$ cat src/rtl/hazard_stall_controller.sv
`default_nettype none
// ============================================================================
// Module   : hazard_stall_controller
// Purpose  : Load-use, multi-cycle mul/div and branch-flush sequencing for the
//            5-stage core; drives PC / IF-ID / ID-EX enables and bubbles.
// Option   : STALL_STATS_EN adds the STALL_CYCLES stall-cycle counter port.
// Revision : 1.0  initial release
// ============================================================================
module hazard_stall_controller #(
  parameter int MUL_CYCLES = 2,
  parameter int DIV_CYCLES = 8
) (
  input  logic        CLK,
  input  logic        RESET,
  input  logic [4:0]  ID_ADDR1,
  input  logic [4:0]  ID_ADDR2,
  input  logic        ID_USES_RS1,
  input  logic        ID_USES_RS2,
  input  logic [4:0]  EX_DEST_ADDR,
  input  logic        EX_MEM_READ,
  input  logic        EX_MULDIV,
  input  logic        EX_DIV,
  input  logic        BRANCH_FLUSH,
  output logic        PC_STALL,
  output logic        IF_ID_STALL,
  output logic        ID_EX_STALL,
  output logic        IF_ID_FLUSH,
  output logic        ID_EX_BUBBLE,
  output logic        EX_MEM_BUBBLE,
  output logic        MULDIV_START,
  output logic        MULDIV_BUSY
`ifdef STALL_STATS_EN
  ,
  output logic [31:0] STALL_CYCLES
`endif
);

  typedef enum logic [0:0] {
    IDLE = 1'b0,
    BUSY = 1'b1
  } state_t;

  localparam logic [5:0] MUL_N = 6'(MUL_CYCLES);
  localparam logic [5:0] DIV_N = 6'(DIV_CYCLES);

  state_t     state_q, state_d;
  logic [5:0] cnt_q, cnt_d;
  logic [5:0] lat_n;
  logic       load_use;

  logic pc_stall, if_id_stall, id_ex_stall, if_id_flush;
  logic id_ex_bubble, ex_mem_bubble, muldiv_start, muldiv_busy;

  always_comb begin
    lat_n    = EX_DIV ? DIV_N : MUL_N;
    load_use = EX_MEM_READ && (EX_DEST_ADDR != 5'd0) &&
               ((ID_USES_RS1 && (ID_ADDR1 == EX_DEST_ADDR)) ||
                (ID_USES_RS2 && (ID_ADDR2 == EX_DEST_ADDR)));
  end

  always_comb begin
    state_d       = state_q;
    cnt_d         = cnt_q;
    pc_stall      = 1'b0;
    if_id_stall   = 1'b0;
    id_ex_stall   = 1'b0;
    if_id_flush   = 1'b0;
    id_ex_bubble  = 1'b0;
    ex_mem_bubble = 1'b0;
    muldiv_start  = 1'b0;
    muldiv_busy   = 1'b0;

    unique case (state_q)
      IDLE: begin
        if (BRANCH_FLUSH) begin
          if_id_flush  = 1'b1;
          id_ex_bubble = 1'b1;
        end else if (EX_MULDIV) begin
          muldiv_start = 1'b1;
          // The start cycle is the first of N EX cycles, so BUSY runs N-1 more.
          if (lat_n != 6'd1) begin
            pc_stall      = 1'b1;
            if_id_stall   = 1'b1;
            id_ex_stall   = 1'b1;
            ex_mem_bubble = 1'b1;
            state_d       = BUSY;
            cnt_d         = lat_n - 6'd2;
          end
        end else if (load_use) begin
          pc_stall     = 1'b1;
          if_id_stall  = 1'b1;
          id_ex_bubble = 1'b1;
        end
      end
      BUSY: begin
        muldiv_busy = 1'b1;
        if (cnt_q != 6'd0) begin
          pc_stall      = 1'b1;
          if_id_stall   = 1'b1;
          id_ex_stall   = 1'b1;
          ex_mem_bubble = 1'b1;
          cnt_d         = cnt_q - 6'd1;
        end else begin
          state_d = IDLE;
        end
      end
      default: begin
        state_d = IDLE;
        cnt_d   = 6'd0;
      end
    endcase
  end

  always_ff @(posedge CLK or negedge RESET) begin
    if (!RESET) begin
      state_q <= IDLE;
      cnt_q   <= 6'd0;
    end else begin
      state_q <= state_d;
      cnt_q   <= cnt_d;
    end
  end

  // Outputs are combinational, so gate them with reset to force zero immediately.
  assign PC_STALL      = RESET & pc_stall;
  assign IF_ID_STALL   = RESET & if_id_stall;
  assign ID_EX_STALL   = RESET & id_ex_stall;
  assign IF_ID_FLUSH   = RESET & if_id_flush;
  assign ID_EX_BUBBLE  = RESET & id_ex_bubble;
  assign EX_MEM_BUBBLE = RESET & ex_mem_bubble;
  assign MULDIV_START  = RESET & muldiv_start;
  assign MULDIV_BUSY   = RESET & muldiv_busy;

`ifdef STALL_STATS_EN
  logic [31:0] stall_cycles_q, stall_cycles_d;

  always_comb begin
    stall_cycles_d = stall_cycles_q + {31'd0, PC_STALL};
  end

  always_ff @(posedge CLK or negedge RESET) begin
    if (!RESET) begin
      stall_cycles_q <= 32'd0;
    end else begin
      stall_cycles_q <= stall_cycles_d;
    end
  end

  assign STALL_CYCLES = stall_cycles_q;
`endif

endmodule
`default_nettype wire

$ cat config.mk
export PLATFORM = sky130hd
export DESIGN_NAME = hazard_stall_controller
export DESIGN_NICKNAME = d
export VERILOG_FILES = /design/src/rtl/hazard_stall_controller.sv
export SDC_FILE = /design/constraint.sdc
export NUM_CORES = 1
export LEC_CHECK = 0
export BUFFER_PORTS_ARGS = -buffer_cell sky130_fd_sc_hd__buf_2
export CAP_MARGIN = 10
export CORE_AREA = 10 10 54 56
export CTS_CLUSTER_SIZE = 20
export DETAILED_ROUTE_END_ITERATION = 10
export DIE_AREA = 0 0 64 66
export RECOVER_POWER = 25
export SLEW_MARGIN = 20
export SYNTH_ARGS = -nofsm -noshare
export SYNTH_HDL_FRONTEND = slang
export SYNTH_SLANG_ARGS = --single-unit
$ cat constraint.sdc
create_clock -name CLK -period 4 [get_ports CLK]
set_clock_uncertainty 0.2 [all_clocks]
set_input_delay 0.2 -clock CLK [delete_from_list [all_inputs] [get_ports CLK]]
set_output_delay 0.2 -clock CLK [all_outputs]
set_load 0.1 [all_outputs]
==> results by group, run 1 <==
Place
  • Global placement routability congestion: 0.7600
  • Worst setup slack after placement: 1853 ps
  • Total of buffers placed on input and output ports: 30
  • Final HPWL DP: 1428 um

Synth
  • Post-synthesis area per instance: 9.163 um^2
  • Syn Nets: 93
  • Share of the yosys chip area belonging to registers: 0.2811
  • Flop and latch count out of synthesis: 7
  • Yosys warning total: 0
  • Synthesized area: 623.1 um^2
  • Unique cell type count in the Yosys netlist: 32
  • Instance count of the mapped netlist: 68

Detailed routing
  • Detailed-routing iteration count for the pre-antenna-repair pass: 7
  • Mean routed wirelength per cell: 12.83 um
  • Vias per Instance: 4.795
  • Detailed-route via count: 609
  • Detailed-route wire length: 1630 um
  • DRC violations left: 0
  • Remaining antenna violation count after routing: 0
  • DRC marker count from the first detailed-route iteration: 21

Critical path
  • Critical Path AT: 2390 ps
  • Worst r2r dst: cnt_q[4]
  • R2R cell count: 6
  • Delay of the slowest cell on the worst path: 520 ps
  • Critical Path, Cell by Cell: dlygate4sd3_1 > clkbuf_1 > inv_1 > or4_1 > o21bai_1 > buf_2
  • Worst setup EP type: output port
  • Crit Path Max Fanout: 11
  • FF-to-FF Start: cnt_q[0]
  • Critical path required time: 3600 ps
  • Kind of cell adding the most delay to the critical path: buffers and inverters
  • CP Buf/Inv Count: 4
  • Critical Path Sink: ID_EX_BUBBLE
  • Cell with the largest stage delay on the worst path: sky130_fd_sc_hd__dlygate4sd3_1
  • Worst setup startpoint: RESET
  • Category of the critical setup timing path: input port to output port
  • Stages on the worst setup path: 6
  • Reg2Reg Setup Slack: 2110 ps
  • Startpoint types: input port

Clock tree
  • Clk Latency, worst-skew pair: 250 ps
  • Number of buffers created by CTS: 3
  • CTS HTree Levels: 1
  • Clock root buffer: sky130_fd_sc_hd__clkbuf_4
  • CTS sink cnt: 7
  • Clock transition at the register clock pins on the worst setup and hold paths after CTS: 50 ps
  • Clock tree from TritonCTS: built
  • Maximum clock insertion buffer count: 2

Pwr
  • Internal cell power: 0.2611 mW
  • Leak Pwr: 0.3776 nW
  • Sequential cell fraction of total power: 0.272
  • Switching power share of the total: 0.5235
  • Maximum ir drop on the vdd rail: 0.0003415 V
  • Clk pwr share: 0.115
  • Combinational cell fraction of total power: 0.613
  • Net switching power: 0.2869 mW
  • Power per standard cell area: 655.8 nW/um^2

Hold path
  • Worst min path class: input port to register
  • Min-Delay Startpoint: EX_DIV

Cells and area
  • Share of final-layout standard cells stronger than drive strength 1: 0.3800
  • Antenna Cells: 0
  • Post-Route Utilization: 0.4395
  • Layout overhead on the synthesized area: 34.14%
  • Final net count: 126
  • FILL cells: 194

Timing
  • Hold_ws: 162.9 ps
  • Highest Clock Rate: 358.1 MHz
  • Final period util: 0.6981
  • Setup repair after global routing missed its margin: false
  • Setup total negative slack: 0 ps
  • Max-slew violation count: 0
  • Setup slack after layout: 1208 ps
  • Relative slew slack: 0.6598
  • Hold violation total from the final report: 0
  • Worst-margin pin slew: 510.3 ps
  • Shortest period the worst path allows: 2792 ps
  • Setup-failing EPs final: 0

GRT
  • Total routing usage reported by global routing: 0.07687
  • Vias in the first global route: 653
  • First-pass GRT wire length: 2697 um
  • Initial antenna violation count: 0
  • Overall overflow remaining after global route: 0
  • Largest net degree at the start of global routing: 15

Outcome
  • Status: finished, final reports clean

Floorplan
  • Floorplan row count: 16
  • Initial Utilization: 0.3276
  • Die Area: 4224 um^2
  • Y dimension of the die: 66 um
  • Std-Cell Core Area: 1902 um^2
  • Chip Width: 64 um
  • Number of primary I/O pins: 31

Job
  • Max cap viols: 0
-- final cells by class --
cell class	count	area, um^2	share of cell area
clock buffers	4	26.28	0.03144
multi-input cells	52	419.2	0.5015
flip-flops and latches	7	175.2	0.2096
inverters	6	22.52	0.02695
repair buffers	31	158.9	0.1901
well taps	27	33.78	0.04042
-- power groups by stage --
stage	registers, mW	logic (mW)	clock network, mW
after global placement	0.151	0.334	0
final	0.149	0.336	0.0631
after CTS	0.150	0.341	0.0665
after global routing	0.158	0.367	0.0722
after detailed placement	0.151	0.339	0
after floorplan	0.136	0.296	0
-- per-stage QoR --
stage	power, mW	area [um^2]	cells
CTS	0.5571	837.1	127
floorplan	0.4321	635.6	68
global route	0.5966	835.8	127
finish	0.5481	835.8	127
detailed placement	0.4906	800.8	122
global placement	0.4854	800.8	122
-- logic make-up (layout without fill, tap and decap cells) --
logic type               after synthesis  count (layout)  share of synthesized area
AND/OR/NAND/NOR                       21              21                     0.2309
flip-flops                             7               7                     0.2811
adder cells (fa/ha/maj)                2               2                    0.04015
XOR/XNOR                              12              12                     0.1687
AO/OA/AOI/OAI                         17              17                     0.2129
buffers and inverters                  9              41                    0.06625
-- synthesized netlist by cell type --
cell | count | area, um^2
sky130_fd_sc_hd__xor2_1 | 10 | 87.58
sky130_fd_sc_hd__dfrtp_1 | 7 | 175.2
sky130_fd_sc_hd__inv_1 | 6 | 22.52
sky130_fd_sc_hd__nor2_1 | 5 | 18.77
sky130_fd_sc_hd__or4_1 | 3 | 22.52
sky130_fd_sc_hd__a21oi_1 | 2 | 10.01
sky130_fd_sc_hd__and2_1 | 2 | 12.51
sky130_fd_sc_hd__buf_4 | 2 | 15.01
sky130_fd_sc_hd__ha_1 | 2 | 25.02
sky130_fd_sc_hd__nor3_1 | 2 | 10.01
sky130_fd_sc_hd__nor4_1 | 2 | 12.51
sky130_fd_sc_hd__o21ai_0 | 2 | 10.01
sky130_fd_sc_hd__o21ai_1 | 2 | 10.01
sky130_fd_sc_hd__o221ai_1 | 2 | 17.52
sky130_fd_sc_hd__xnor2_1 | 2 | 17.52
sky130_fd_sc_hd__a211o_1 | 1 | 8.760
sky130_fd_sc_hd__a31oi_1 | 1 | 6.260
sky130_fd_sc_hd__a32oi_1 | 1 | 8.760
sky130_fd_sc_hd__and2_0 | 1 | 6.260
sky130_fd_sc_hd__and2b_2 | 1 | 8.760
sky130_fd_sc_hd__clkbuf_1 | 1 | 3.750
sky130_fd_sc_hd__nand2_1 | 1 | 3.750
sky130_fd_sc_hd__nand2b_1 | 1 | 6.260
sky130_fd_sc_hd__nand4bb_4 | 1 | 27.53
sky130_fd_sc_hd__nor2b_1 | 1 | 6.260
sky130_fd_sc_hd__o2111ai_1 | 1 | 8.760
sky130_fd_sc_hd__o21bai_1 | 1 | 7.510
sky130_fd_sc_hd__o22a_1 | 1 | 8.760
sky130_fd_sc_hd__o22ai_4 | 1 | 20.02
sky130_fd_sc_hd__o31ai_1 | 1 | 7.510
sky130_fd_sc_hd__o32ai_1 | 1 | 8.760
sky130_fd_sc_hd__or2_4 | 1 | 8.760
-- metal layers --
layer / up-vias / wire length [um] / track usage
met5: - / 0 / 0
li1: 310 / - / -
met3: 2 / 124 / 0.02881
met1: 279 / 681 / 0.07824
met2: 18 / 818 / 0.1381
met4: 0 / 6 / 0.03279
-- timing repair --
action	4_1_cts	5_1_grt
resized for setup	0	0
hold buffers	1	0
setup buffers	0	0
endpoints found under the hold margin	7	0
-- cell usage in the layout (no fill, tap or decap), types with 2 or more instances in the layout --
master,n
sky130_fd_sc_hd__o21ai_0,2
sky130_fd_sc_hd__a21oi_1,2
sky130_fd_sc_hd__and2_1,2
sky130_fd_sc_hd__clkbuf_4,3
sky130_fd_sc_hd__inv_1,6
sky130_fd_sc_hd__xor2_1,10
sky130_fd_sc_hd__ha_1,2
sky130_fd_sc_hd__dfrtp_1,7
sky130_fd_sc_hd__buf_2,29
sky130_fd_sc_hd__nor4_1,2
sky130_fd_sc_hd__nor2_1,5
sky130_fd_sc_hd__clkbuf_1,2
sky130_fd_sc_hd__xnor2_1,2
sky130_fd_sc_hd__or4_1,3
sky130_fd_sc_hd__o221ai_1,2
sky130_fd_sc_hd__o21ai_1,2
-- tightest hold or removal path, stage by stage --
cell and delay (ps):
sky130_fd_sc_hd__buf_2 100, sky130_fd_sc_hd__nor2_1 120, sky130_fd_sc_hd__a211o_1 110, sky130_fd_sc_hd__o21ai_1 50
-- worst min path at each step --
stage                          end  cells past startpoint
after floorplan           cnt_q[0]                      0
after global placement    cnt_q[5]                      1
after detailed placement  cnt_q[5]                      1
after CTS                 cnt_q[2]                      2
after global routing      cnt_q[1]                      4
final                     cnt_q[1]                      4
-- sequential cells by signal, indices dropped and copies added, names as in the netlist --
register and flops:
state_q 1, cnt_q 6
(Power assumes the default switching activity.)
==> run 2, diff against run 1 <==
ABC_AREA = 1   (was unset)
CORE_AREA = 10 10 56 58   (was 10 10 54 56)
DIE_AREA = 0 0 66 68   (was 0 0 64 66)
clock period = 2.3 ns   (was 4 ns; I/O delays follow)
==> run 2 against run 1 <==
  * Cell area is 13% higher
  * Synthesized area grew 13%
  * Routed wire length grew 13%
  * Register-to-register slack lost 1300 ps
  * Hold slack worse by 110 ps
  * Combinational power rose by 120%
  * Sequential share of layout area is 2.5 points lower
  * First-iteration DRC count is 4.8% higher
  * Cell count increased by 41%
  * Setup slack got worse by 930 ps
  * Largest cell class unchanged
==> results by group, run 2 <==
Outcome
  • Status: finished, final reports clean

Synth
  • Yosys warning total: 0 (unchanged)
  • Proportion of synthesized flip-flops having asynchronous set or reset: 1.000 (unchanged)
  • Commonest register cell after synthesis: sky130_fd_sc_hd__dfrtp_1
  • Main area contributors after synthesis: sky130_fd_sc_hd__dfrtp_1, sky130_fd_sc_hd__nand2_1, sky130_fd_sc_hd__inv_1
  • Instance count of the mapped netlist: 117 (+72%)
  • EDFF count, synth: 0 (unchanged)
  • Unique cell type count in the Yosys netlist: 20 (-38%)
  • Syn Nets: 142 (+53%)
  • Post-synthesis area per instance: 5.999 um^2 (-35%)
  • Share of the yosys chip area belonging to registers: 0.2496 (-0.03157)
  • Synth top area share: 0.2496 (-0.03157)
  • Cell type contributing the most total cell area after synthesis: sky130_fd_sc_hd__dfrtp_1
  • Flop and latch count out of synthesis: 7 (unchanged)
  • Synthesized area: 701.9 um^2 (+13%)
  • Commonest cells in the netlist: sky130_fd_sc_hd__nand2_1, sky130_fd_sc_hd__inv_1, sky130_fd_sc_hd__nor2_1, sky130_fd_sc_hd__dfrtp_1
  • Library cell with the highest instance count after synthesis: sky130_fd_sc_hd__nand2_1

Detailed routing
  • Detailed-routing iteration count for the pre-antenna-repair pass: 4 (-3)
  • DRC violations left: 0 (unchanged)
  • Detailed-route wire length: 1845 um (+13%)
  • Vias per Instance: 4.330 (-9.7%)
  • DRC marker count from the first detailed-route iteration: 22 (+4.8%)
  • Detailed-route via count: 775 (+27%)
  • Mean routed wirelength per cell: 10.31 um (-20%)
  • Remaining antenna violation count after routing: 0 (unchanged)

Floorplan
  • Die Area: 4488 um^2 (+6.3%)
  • Floorplan row count: 17 (+1)
  • Std-Cell Core Area: 2106 um^2 (+11%)
  • Initial Utilization: 0.3333 (+0.005701)
  • Chip Width: 66 um (+3.1%)
  • Number of primary I/O pins: 31 (unchanged)
  • Y dimension of the die: 68 um (+3.0%)

Place
  • Worst setup slack after placement: 564.7 ps (-1288 ps)
  • Global placement routability congestion: 0.8168 (+7.5%)
  • Final HPWL DP: 1572 um (+10%)
  • Total of buffers placed on input and output ports: 30 (unchanged)

Pwr
  • Power per standard cell area: 1160 nW/um^2 (+77%)
  • Internal cell power: 0.4431 mW (+70%)
  • Clk pwr share: 0.101 (-0.014)
  • Combinational cell fraction of total power: 0.671 (+0.058)
  • Maximum ir drop on the vdd rail: 0.0007218 V (+110%)
  • Switching power share of the total: 0.5969 (+0.07331)
  • Leak Pwr: 0.5828 nW (+54%)
  • Net switching power: 0.6560 mW (+130%)
  • Sequential cell fraction of total power: 0.227 (-0.045)

Timing
  • Setup repair after global routing missed its margin: false
  • Worst-margin pin slew: 494.4 ps (-15.89 ps)
  • Max-slew violation count: 0 (unchanged)
  • Setup total negative slack: 0 ps (unchanged)
  • Hold violation total from the final report: 0 (unchanged)
  • Highest Clock Rate: 494.3 MHz
  • Setup-failing EPs final: 0 (unchanged)
  • Relative slew slack: 0.6727 (+0.01286)
  • Setup slack after layout: 277.0 ps (-930.7 ps)
  • Shortest period the worst path allows: 2023 ps
  • Final period util: 0.8796

Critical path
  • Critical Path AT: 1710 ps (-680 ps)
  • Reg2Reg Setup Slack: 820 ps (-1290 ps)
  • Category of the critical setup timing path: input port to output port
  • Worst setup EP type: output port
  • Startpoint types: input port
  • Worst r2r dst: cnt_q[5]
  • Crit Path Max Fanout: 11 (unchanged)
  • FF-to-FF Start: cnt_q[0]
  • R2R cell count: 7 (+1)
  • Critical path required time: 1990 ps (-1610 ps)

Cells and area
  • Layout overhead on the synthesized area: 34.94%
  • Registers with the most flip-flops: cnt_q x6, state_q x1
  • Max reg flops: 6 (unchanged)
  • Final net count: 177 (+40%)
  • Largest Register: cnt_q
  • Share of final-layout standard cells stronger than drive strength 1: 0.2980 (-0.08199)
  • Most common library cell in the layout ignoring fill and taps: sky130_fd_sc_hd__nand2_1
  • Antenna Cells: 0 (unchanged)
  • Top library cells by usage in the layout, fill and taps aside: sky130_fd_sc_hd__nand2_1, sky130_fd_sc_hd__buf_2, sky130_fd_sc_hd__inv_1, sky130_fd_sc_hd__nor2_1, sky130_fd_sc_hd__dfrtp_1

Job
  • Max cap viols: 0 (unchanged)

Clock tree
  • Number of buffers created by CTS: 3 (unchanged)
  • Clock tree from TritonCTS: built
  • CTS HTree Levels: 1 (unchanged)
  • Clock transition at the register clock pins on the worst setup and hold paths after CTS: 60 ps (about the same)
  • Hold-fix buffers at CTS: 2 (+1)
  • Clock root buffer: sky130_fd_sc_hd__clkbuf_4
  • Maximum clock insertion buffer count: 2 (unchanged)
  • # Post-CTS Setup Buffers: 0 (unchanged)
  • Quantity of gates resized following cts: 0 (unchanged)
  • Clk Latency, worst-skew pair: 250 ps (about the same)
  • CTS sink cnt: 7 (unchanged)

GRT
  • Overall overflow remaining after global route: 0 (unchanged)
  • First-pass GRT wire length: 3008 um (+12%)
  • Total routing usage reported by global routing: 0.08244 (+0.005570)
  • Largest net degree at the start of global routing: 12 (-3)
  • Vias in the first global route: 711 (+8.9%)
  • Initial antenna violation count: 0 (unchanged)

Hold path
  • Worst min path class: input port to async pin
## run 2: changes by cell type after synthesis, sizes merged, moves of 8 or more
| cell | change |
|---|---|
| nand3 | +8 |
| inv | +16 |
| xor2 | -8 |
| nand2 | +40 |
| nor2 | +13 |
## run 2: critical path, cell delays in order
cell and delay [ps]:
sky130_fd_sc_hd__dlygate4sd3_1 520, sky130_fd_sc_hd__buf_2 240, sky130_fd_sc_hd__inv_1 150, sky130_fd_sc_hd__nor2_2 130, sky130_fd_sc_hd__o21bai_2 110, sky130_fd_sc_hd__buf_2 440
## run 2: worst max-delay path by stage
stage | startpoint | end | cells after the start | slack, ps
floorplan | state_q | ID_EX_BUBBLE | 4 | -40
global placement | cnt_q[0] | IF_ID_STALL | 6 | 580
detailed placement | cnt_q[0] | IF_ID_STALL | 6 | 560
CTS | RESET | ID_EX_BUBBLE | 6 | 250
global route | RESET | ID_EX_BUBBLE | 6 | 140
finish | RESET | ID_EX_BUBBLE | 6 | 280
## run 2: cell families (layout without fill, tap and decap cells)
logic type,after synthesis,count (layout),share of synthesized area
and+or+nand+nor,70,70,0.4563
xor gates and xnor gates,2,2,0.02496
AOI/OAI and AO/OA,12,12,0.09448
adders and majority gates,2,2,0.03564
DFF,7,7,0.2496
buffers and inverters,24,58,0.1390
## run 2: power by group through the flow
| stage | Sequential [mW] | Combinational [mW] | Clock [mW] |
|---|---|---|---|
| global route | 0.258 | 0.812 | 0.124 |
| detailed placement | 0.254 | 0.741 | 0 |
| global placement | 0.250 | 0.733 | 0 |
| floorplan | 0.240 | 0.630 | 0 |
| CTS | 0.251 | 0.745 | 0.117 |
| finish | 0.250 | 0.738 | 0.111 |
## run 2: cell type report
cell class | instances | area, um^2
fillers | 220 | 1159
inverters | 22 | 82.58
multi-input cells | 86 | 457.9
clock buffers | 4 | 26.28
repair buffers | 32 | 170.2
well taps | 28 | 35.03
flip-flops and latches | 7 | 175.2
## run 2: metrics by stage
step / hold WS (ps) / instances / power (mW) / cell area, um^2 / util
floorplan: -380.6 / 117 / 0.8696 / 730.7 / -
global placement: -214.0 / 173 / 0.9833 / 900.9 / 0.4278
detailed placement: -214.1 / 173 / 0.9941 / 900.9 / 0.4278
CTS: 45.06 / 179 / 1.113 / 947.2 / 0.4498
global route: 83.33 / 179 / 1.195 / 947.2 / 0.4498
finish: 52.05 / 179 / 1.099 / 947.2 / 0.4498
## run 2: layer usage
layer | vias up | track usage | wire [um]
met2 | 15 | 0.1316 | 891
met5 | - | 0 | 0
met4 | 0 | 0.03927 | 9
met3 | 2 | 0.02610 | 116
li1 | 424 | - | -
met1 | 334 | 0.09879 | 828
==> run 3, diff against run 2 <==
ABC_AREA = unset   (was 1)
CORE_AREA = 10 10 54 56   (was 10 10 56 58)
DIE_AREA = 0 0 64 66   (was 0 0 66 68)
==> run 3 against run 2 <==
  * Global-route usage is 0.48 points higher
  * Critical path depth unchanged
  * Critical path type is now register to output port
  * Via count is 19% lower
  * Utilization up 4.0 points
  * Cell area is 1.6% lower
  * Sequential power increased by 2%
  * Power decreased by 4.4%
  * Clock power is 4% higher
  * Flip-flop and latch count unchanged
  * Routed wire length decreased by 0.33%
  * Register-to-register slack lost 410 ps
==> results by group, run 3 (synthesis gave the netlist of run 1 again) <==
Outcome
  • Status: finished, final reports clean

Job
  • Max cap viols: 0 (unchanged)

Critical path
  • Crit Path Max Fanout: 5 (-6)
  • Critical Path Sink: PC_STALL
  • Worst r2r dst: cnt_q[2]
  • Critical path required time: 1990 ps (about the same)
  • Startpoint types: register
  • FF-to-FF Start: cnt_q[0]
  • Category of the critical setup timing path: register to output port
  • Worst setup EP type: output port
  • R2R cell count: 7 (unchanged)
  • Reg2Reg Setup Slack: 410 ps (-410 ps)
  • Critical Path AT: 1810 ps (+100 ps)
  • Worst setup startpoint: cnt_q[0]

Floorplan
  • Die Area: 4224 um^2 (-5.9%)
  • Std-Cell Core Area: 1902 um^2 (-9.7%)
  • Initial Utilization: 0.3276 (-0.005701)
  • Chip Width: 64 um (-3.0%)
  • Number of primary I/O pins: 31 (unchanged)
  • Floorplan row count: 16 (-1)
  • Y dimension of the die: 66 um (-2.9%)

Cells and area
  • Final net count: 129 (-27%)
  • Antenna Cells: 0 (unchanged)
  • Registers with the most flip-flops: cnt_q x6, state_q x1
  • Top library cells by usage in the layout, fill and taps aside: sky130_fd_sc_hd__buf_2, sky130_fd_sc_hd__xor2_1, sky130_fd_sc_hd__dfrtp_1, sky130_fd_sc_hd__inv_1, sky130_fd_sc_hd__nor2_1
  • Post-Route Utilization: 0.4901 (+0.04034)
  • Layout overhead on the synthesized area: 49.60%
  • Max reg flops: 6 (unchanged)
  • Post-layout instance area: 932.1 um^2 (-1.6%)
  • Most common library cell in the layout ignoring fill and taps: sky130_fd_sc_hd__buf_2
  • Largest Register: cnt_q
  • Share of final-layout standard cells stronger than drive strength 1: 0.4175 (+0.1195)

Detailed routing
  • DRC marker count from the first detailed-route iteration: 15 (-32%)
  • Detailed-route via count: 630 (-19%)
  • Mean routed wirelength per cell: 14.15 um (+37%)
  • Remaining antenna violation count after routing: 0 (unchanged)
  • Detailed-routing iteration count for the pre-antenna-repair pass: 2 (-2)
  • DRC violations left: 0 (unchanged)
  • Vias per Instance: 4.846 (+12%)
  • Detailed-route wire length: 1839 um (-0.33%)

Timing
  • Relative slew slack: 0.6744 (+0.001750)
  • Setup-failing EPs final: 0 (unchanged)
  • Worst-margin pin slew: 491.7 ps (-2.643 ps)
  • Final period util: 0.9233 (+0.04373)
  • Setup repair after global routing missed its margin: false
  • Hold violation total from the final report: 0 (unchanged)
  • Max-slew violation count: 0 (unchanged)
  • Shortest period the worst path allows: 2124 ps (+100.6 ps)
  • Hold_ws: 88.20 ps (+36.15 ps)
  • Highest Clock Rate: 470.9 MHz (-4.7%)
  • Setup total negative slack: 0 ps (unchanged)

Pwr
  • Maximum ir drop on the vdd rail: 0.0005658 V (-22%)
  • Total design power: 1.051 mW (-4.4%)
  • Power per standard cell area: 1128 nW/um^2 (-2.8%)
  • Leak Pwr: 0.4170 nW (-28%)

Clock tree
  • Number of buffers created by CTS: 3 (unchanged)
  • CTS HTree Levels: 1 (unchanged)
  • CTS sink cnt: 7 (unchanged)
  • Clock transition at the register clock pins on the worst setup and hold paths after CTS: 50 ps (about the same)
  • Clock root buffer: sky130_fd_sc_hd__clkbuf_4
  • Clk Latency, worst-skew pair: 260 ps (about the same)
  • Quantity of gates resized following cts: 0 (unchanged)
  • Maximum clock insertion buffer count: 2 (unchanged)
  • Clock tree from TritonCTS: built

GRT
  • Initial antenna violation count: 0 (unchanged)
  • First-pass GRT wire length: 3084 um (+2.5%)
  • Largest net degree at the start of global routing: 11 (-1)
  • Vias in the first global route: 714 (+0.42%)
  • Overall overflow remaining after global route: 0 (unchanged)
  • Total routing usage reported by global routing: 0.08723 (+0.004788)

Place
  • Total of buffers placed on input and output ports: 30 (unchanged)
  • Global placement routability congestion: 0.7326 (-10%)
  • Post-detailed-placement cell area: 889.6 um^2 (-1.3%)
  • Final HPWL DP: 1600 um (+1.7%)

Hold path
  • Worst min path class: input port to register
  • WHS Path Cells: 4
-- run 3: cell types whose count changed in the layout (fill, tap and decap cells not counted), moves of 3 or more --
cell | previous run | this run
sky130_fd_sc_hd__inv_1 | 20 | 6
sky130_fd_sc_hd__nand3_1 | 6 | 0
sky130_fd_sc_hd__buf_2 | 30 | 26
sky130_fd_sc_hd__or4_1 | 0 | 3
sky130_fd_sc_hd__buf_4 | 0 | 3
sky130_fd_sc_hd__o21ai_0 | 6 | 2
sky130_fd_sc_hd__nand2_1 | 39 | 1
sky130_fd_sc_hd__xor2_1 | 2 | 10
sky130_fd_sc_hd__buf_12 | 0 | 3
sky130_fd_sc_hd__nor2_1 | 16 | 4
-- run 3: where the power goes --
group / internal [mW] / total, mW / switching [mW]
clock: 0.0664 / 0.115 / 0.0486
combinational: 0.262 / 0.682 / 0.420
sequential: 0.185 / 0.254 / 0.0690
total: 0.513 / 1.05 / 0.538
-- run 3: worst min-delay path by stage --
stage	endpoint	start	slack, ps
floorplan	cnt_q[0]	RESET	-380
CTS	cnt_q[2]	EX_DIV	70
global route	cnt_q[2]	EX_DIV	100
global placement	cnt_q[5]	RESET	-160
finish	cnt_q[2]	EX_DIV	90
detailed placement	cnt_q[5]	RESET	-150
-- run 3: what timing repair did --
action / 4_1_cts / 5_1_grt
setup buffers: 0 / 1
endpoints found under the hold margin: 7 / 0
hold buffers: 1 / 0
endpoints found under the setup margin: 0 / 2
-- run 3: worst max-delay path, stage by stage (launching register included) --
cell and delay (ps):
sky130_fd_sc_hd__dfrtp_1 370, sky130_fd_sc_hd__inv_1 80, sky130_fd_sc_hd__ha_1 230, sky130_fd_sc_hd__nand4bb_4 140, sky130_fd_sc_hd__o221ai_1 170, sky130_fd_sc_hd__o32ai_4 340
sky130_fd_sc_hd__buf_12 220
-- run 3: final cells by class --
| cell class | instances | area, um^2 |
|---|---|---|
| clock buffers | 4 | 26.28 |
| fillers | 190 | 969.7 |
| inverters | 6 | 22.52 |
| multi-input cells | 52 | 447.9 |
| flip-flops and latches | 7 | 175.2 |
| well taps | 27 | 33.78 |
| repair buffers | 34 | 226.5 |
-- run 3: metal layers --
metal / routed length, um / track usage / vias up
met5: 0 / 0 / -
met4: 27 / 0.04098 / 0
met3: 170 / 0.03220 / 2
met2: 964 / 0.1679 / 20
met1: 676 / 0.07912 / 291
li1: - / - / 317
-- run 3: through the flow --
stage	setup slack (ps)	cells
after global routing	29.62	130
after global placement	451.8	124
after floorplan	-121.5	68
final	176.4	130
after CTS	108.4	129
after detailed placement	400.4	124
